File: config.mk
export PLATFORM = sky130hd
export DESIGN_NAME = muldiv_sequencer
export DESIGN_NICKNAME = d
export VERILOG_FILES = /design/src/rtl/muldiv_sequencer.sv
export SDC_FILE = /design/constraint.sdc
export NUM_CORES = 1
export LEC_CHECK = 0
export CAP_MARGIN = 40
export CORE_MARGIN = 5
export CORE_UTILIZATION = 35
export CTS_BUF_LIST = sky130_fd_sc_hd__clkbuf_16
export CTS_CLUSTER_SIZE = 40
export DETAILED_ROUTE_END_ITERATION = 10
export PLACE_DENSITY = 0.57
export SYNTH_ARGS = -nofsm -noshare
export SYNTH_HDL_FRONTEND = slang
export SYNTH_SLANG_ARGS = --single-unit
File: constraint.sdc
create_clock -name clk -period 3.1 [get_ports clk]
set_clock_uncertainty 0.1 [all_clocks]
set_input_delay 0.465 -clock clk [delete_from_list [all_inputs] [get_ports clk]]
set_output_delay 0.465 -clock clk [all_outputs]
set_load 0.005 [all_outputs]
File: src/rtl/muldiv_sequencer.sv
// Iterative RV32M multiply/divide sequencer: shift-add multiply, restoring divide.
// Define MULDIV_FAST_MUL_EN to compute products in a single combinational FIX step.
module muldiv_sequencer #(
  parameter int unsigned WIDTH = 32
) (
  input  logic             clk,
  input  logic             reset_n,
  input  logic             start,
  input  logic [4:0]       aluop,
  input  logic [WIDTH-1:0] operand1,
  input  logic [WIDTH-1:0] operand2,
  input  logic             flush,
  output logic [WIDTH-1:0] result,
  output logic             busy,
  output logic             stall,
  output logic             done
);

  localparam int unsigned CntW = $clog2(WIDTH) + 1;
  localparam logic [CntW-1:0] LastCnt = CntW'(WIDTH - 1);

  typedef enum logic [1:0] {StIdle, StCalc, StFix, StDone} state_e;

  state_e               state_q, state_d;
  logic [CntW-1:0]      cnt_q;
  logic [2*WIDTH-1:0]   acc_q;
  logic [WIDTH-1:0]     a_mag_q, b_mag_q, result_q;
  logic [2:0]           op_q;
  logic                 neg_a_q, neg_b_q, busy_q, done_q;

  logic                 accept, a_signed, b_signed, neg_a, neg_b;
  logic [WIDTH-1:0]     a_mag, b_mag;
  logic [WIDTH:0]       mul_sum, trial, diff;
  logic                 ge;
  logic [2*WIDTH-1:0]   mul_next, div_next, prod, prod_s;
  logic [WIDTH-1:0]     quo_s, rem_s, fix_result;

  // Reset gates the accept so STALL stays low while held in reset.
  assign accept = reset_n & start & ~flush & (state_q == StIdle) & (aluop[4:3] == 2'b01);
  assign stall  = accept | busy_q;
  assign result = result_q;
  assign busy   = busy_q;
  assign done   = done_q;

  always_comb begin
    a_signed = 1'b0;
    b_signed = 1'b0;
    unique case (aluop[2:0])
      3'b001, 3'b100, 3'b110: begin
        a_signed = 1'b1;
        b_signed = 1'b1;
      end
      3'b010:  a_signed = 1'b1;
      default: ;
    endcase
    neg_a = a_signed & operand1[WIDTH-1];
    neg_b = b_signed & operand2[WIDTH-1];
    a_mag = neg_a ? -operand1 : operand1;
    b_mag = neg_b ? -operand2 : operand2;
  end

  // Multiply keeps the multiplier in the low half; divide keeps {remainder, dividend/quotient}.
  always_comb begin
    mul_sum  = {1'b0, acc_q[2*WIDTH-1:WIDTH]} + (acc_q[0] ? {1'b0, a_mag_q} : '0);
    mul_next = {mul_sum, acc_q[WIDTH-1:1]};
    trial    = {acc_q[2*WIDTH-1:WIDTH], acc_q[WIDTH-1]};
    ge       = trial >= {1'b0, b_mag_q};
    diff     = trial - {1'b0, b_mag_q};
    div_next = {(ge ? diff[WIDTH-1:0] : trial[WIDTH-1:0]), acc_q[WIDTH-2:0], ge};
  end

  always_comb begin
`ifdef MULDIV_FAST_MUL_EN
    prod = {{WIDTH{1'b0}}, a_mag_q} * {{WIDTH{1'b0}}, b_mag_q};
`else
    prod = acc_q;
`endif
    prod_s = (neg_a_q ^ neg_b_q) ? -prod : prod;
    // Divide by zero: all-ones quotient; the remainder already equals the dividend.
    quo_s  = (b_mag_q == '0) ? '1 :
             ((neg_a_q ^ neg_b_q) ? -acc_q[WIDTH-1:0] : acc_q[WIDTH-1:0]);
    rem_s  = neg_a_q ? -acc_q[2*WIDTH-1:WIDTH] : acc_q[2*WIDTH-1:WIDTH];
    unique case (op_q)
      3'b000:                 fix_result = prod_s[WIDTH-1:0];
      3'b001, 3'b010, 3'b011: fix_result = prod_s[2*WIDTH-1:WIDTH];
      3'b100, 3'b101:         fix_result = quo_s;
      default:                fix_result = rem_s;
    endcase
  end

  always_comb begin
    state_d = state_q;
    case (state_q)
      StIdle: begin
        if (accept) begin
`ifdef MULDIV_FAST_MUL_EN
          state_d = aluop[2] ? StCalc : StFix;
`else
          state_d = StCalc;
`endif
        end
      end
      StCalc: begin
        if (flush)                 state_d = StIdle;
        else if (cnt_q == LastCnt) state_d = StFix;
      end
      StFix:   state_d = flush ? StIdle : StDone;
      StDone:  state_d = StIdle;
      default: state_d = StIdle;
    endcase
  end

  always_ff @(posedge clk or negedge reset_n) begin
    if (!reset_n) begin
      state_q  <= StIdle;
      cnt_q    <= '0;
      acc_q    <= '0;
      a_mag_q  <= '0;
      b_mag_q  <= '0;
      op_q     <= '0;
      neg_a_q  <= 1'b0;
      neg_b_q  <= 1'b0;
      result_q <= '0;
      busy_q   <= 1'b0;
      done_q   <= 1'b0;
    end else begin
      state_q <= state_d;
      busy_q  <= (state_d == StCalc) || (state_d == StFix);
      done_q  <= (state_d == StDone);
      if (accept) begin
        a_mag_q <= a_mag;
        b_mag_q <= b_mag;
        neg_a_q <= neg_a;
        neg_b_q <= neg_b;
        op_q    <= aluop[2:0];
        cnt_q   <= '0;
        acc_q   <= {{WIDTH{1'b0}}, (aluop[2] ? a_mag : b_mag)};
      end else if (state_q == StCalc) begin
        acc_q <= op_q[2] ? div_next : mul_next;
        cnt_q <= cnt_q + CntW'(1);
      end
      if (state_q == StFix && !flush) result_q <= fix_result;
    end
  end

endmodule

==> flow_summary.json <==
{
  "synth_seq_area_share": 0.288,
  "die_y_um": 219,
  "final_nets": 2514,
  "syn_to_final_growth_pct": 40.4,
  "worstReg2RegEnd": "acc_q[62]",
  "finalPower_uw": 20300,
  "drc": 0,
  "clk_pin_slew_ns": 0.07,
  "grt_max_degree": 126,
  "async_reset_ff_frac": 1.00,
  "portBuffers": 107,
  "drt-total-wl_mm": 63.4,
  "synth_area_leaders": "dfrtp_1 (29%), xnor2_1 (7.5%), o21ai_0 (7.2%), nand2_1 (6.0%), ha_1 (5.8%)",
  "endpoint_kind": "register",
  "place.gp.congestion": 0.986,
  "clock_latency_ns": 0.48,
  "synth_compound_area_frac": 0.255,
  "seq_area_um2": 4380,
  "critical-path-top-delay-family": "compound AO/OA/AOI/OAI gates",
  "cts-root-buf": "clkbuf_16",
  "multi_input_area_um2": 11000,
  "place_ws_ns": -0.420,
  "synth_commonest_cells": "nand2_1 (245), o21ai_0 (219), dfrtp_1 (175), nor2_1 (157)",
  "synth_area_um2": 15200,
  "nFillCells": 4109,
  "worst_slack_ns": -0.0946,
  "synthMuxAreaShare": 0.0347,
  "synth.distinct_cells": 80,
  "die_area_um2": 47800,
  "irDropWorstVdd_v": 0.000530,
  "place_hpwl_mm": 49.7,
  "hold_viol": 0,
  "cts_buffers": 17,
  "yosysMostFrequentCell": "nand2_1",
  "syn_area_per_cell_um2": 7.82,
  "numClockSinks": 175,
  "synth_xor_area_frac": 0.117,
  "initial_utilization": 0.353,
  "violations": "negative setup slack",
  "worstMarginPinSlew_ns": 0.790,
  "die_x_um": 219,
  "worst_r2r_path_depth": 14,
  "met1_usage": 0.354,
  "clock.fmax_mhz": 313,
  "hold_class": "in2async",
  "status": "finished, violations left",
  "arrival_ns": 3.45,
  "crit_top_cell": "buf_6",
  "start_kind": "register",
  "dr_total_vias": 16600,
  "wl_per_cell_um": 21.4,
  "rows": 76,
  "cpPeakStageDelay_ns": 0.46,
  "final_max_slew_viol_count": 0,
  "dpl.cell_count": 2902,
  "yosys.area_share.simple": 0.197,
  "synth_top_family_by_area": "compound AO/OA/AOI/OAI gates",
  "gr-usage-met3": 0.0377,
  "grt-busiest-layer": "met2",
  "drt-vias-per-instance": 5.58,
  "coreArea_um2": 43100,
  "path_cells": "buf_6 > and2_4 > ha_4 > and3_4 > nor3b_4 > o31a_1 > o311ai_2 > buf_4 > nand3_2 > buf_6 > a21oi_4 > xnor2_2 > o21ai_1 > o32ai_1",
  "timing.reg2reg.setup_slack_ns": -0.09,
  "synth_fa_ha_area_frac": 0.0602,
  "ioPinCount": 108,
  "htree_levels": 4,
  "synth-edff-count": 0,
  "slew_headroom": 0.472,
  "cpMaxStageDelayCell": "dfrtp_2",
  "cts_tree": "done",
  "synth-seq-cells": 175,
  "antenna_found_initial": 2,
  "synth_nets": 2092,
  "rsz0062_at_grt": "yes",
  "grt_pass1_vias": 15800,
  "met2_usage": 0.408,
  "track_usage": 0.257,
  "power.leakage_uw": 0.00940,
  "fin_crit_ns": 3.19,
  "critPathMaxFanout": 6,
  "grt_pass1_wl_mm": 94.4,
  "synthesis.instances": 1947,
  "synth_area_leader_cell": "dfrtp_1",
  "r2r-start": "acc_q[0]",
  "postRouteAntennaNets": 0,
  "cap_violations": 0,
  "setup-violations-final": 12,
  "synthFlopType": "dfrtp_1",
  "ys_warn_count": 0,
  "grt_overflow": 0,
  "path_buf_inv": 3,
  "yosysTopAreaCellShare": 0.288,
  "power_density_nw_per_um2": 948,
  "drive_above_1_share": 0.258,
  "drtIter0Drc": 1295,
  "diodes": 0,
  "worst-setup-path-type": "reg2reg",
  "crit_required_ns": 3.36,
  "clockBufferDepth": 2,
  "post-route-period-util": 1.03,
  "dr.pass1.iters": 5,
  "finalNonFillerCells": 2967
}
[power by group]
part | switching (µW) | internal, µW
sequential | 680 | 2970
clock | 1010 | 1340
combinational | 7680 | 6580
total | 9360 | 10900
[final cells by class]
type | count | area share
inverters | 65 | 0.0117
repair buffers | 526 | 0.205
clock buffers | 17 | 0.0199
clock inverters | 15 | 0.00902
multi-input cells | 1584 | 0.515
flip-flops and latches | 175 | 0.205
well taps | 585 | 0.0343
[cells by family after synthesis]
family                     after synthesis
adders and majority gates               72
muxes                                   52
xor gates and xnor gates               203
and+or+nand+nor                        636
buffers and inverters                  188
AOI/OAI and AO/OA                      621
DFF                                    175
[state kept, by name, summed over array words and instances, names as in the netlist]
register,cells
busy,1
acc_q,64
done,1
op_q,3
b_mag_q,32
cnt_q,6
state_q,2
neg_b_q,1
neg_a_q,1
a_mag_q,32
result,32
[routing by layer]
metal  share of wire  vias to the layer above
li1                -                     7830
met1            0.44                     7977
met2            0.45                      639
met3           0.067                      121
met4           0.044                        2
met5         0.00020                        -
[cells in the final DEF, fill, tap and decap left out, types with 8 or more instances in the layout]
cell type	instances
nor3_1	37
buf_4	394
o31ai_1	21
clkbuf_16	17
and2_1	34
buf_6	16
nand2_1	241
ha_1	55
buf_12	9
o21ai_2	10
a31oi_1	18
xnor2_2	12
o21ai_0	183
nand2b_1	13
o21a_1	13
nand4_1	21
nor2b_1	10
a21oi_2	9
ha_4	12
xnor2_1	118
nand3_1	20
mux2i_1	45
o211ai_1	28
a21o_1	29
a211oi_1	8
nor4_1	14
nor2_1	153
a22oi_1	12
o221ai_1	26
dfrtp_1	172
or3_1	16
clkdlybuf4s50_1	105
xor2_1	72
a21oi_1	118
o21ai_1	37
inv_1	62
o22ai_1	14
[through the flow]
stage,util,cell area (µm²),setup TNS (ns),hold WS [ns]
finish,0.496,21400,-0.551,0.328
global route,0.496,21400,-2.36,0.336
CTS,0.479,20600,-0.160,0.305
detailed placement,0.455,19600,-14.96,0.233
global placement,0.454,19600,-11.46,0.233
floorplan,-,15300,-0.0418,0.0694
[worst max path at each step]
stage	from	to	slack, ns	cells past startpoint
finish	acc_q[0]	acc_q[62]	-0.09	14
CTS	acc_q[33]	result[24]	-0.05	13
global placement	operand1[11]	acc_q[18]	-0.40	11
detailed placement	operand1[11]	acc_q[18]	-0.42	11
global route	acc_q[0]	acc_q[62]	-0.21	14
floorplan	acc_q[0]	acc_q[63]	-0.04	12
[timing repair]
| action | 4_1_cts | 5_1_grt |
|---|---|---|
| gates cloned | 2 | 0 |
| setup endpoints to repair | 44 | 63 |
| hold buffers | 1 | 0 |
| endpoints found under the hold margin | 21 | 0 |
| buffers inserted | 10 | 20 |
| gates resized for setup | 82 | 124 |
| pin swaps | 33 | 68 |
No activity file was read; power rests on OpenSTA's default activity.
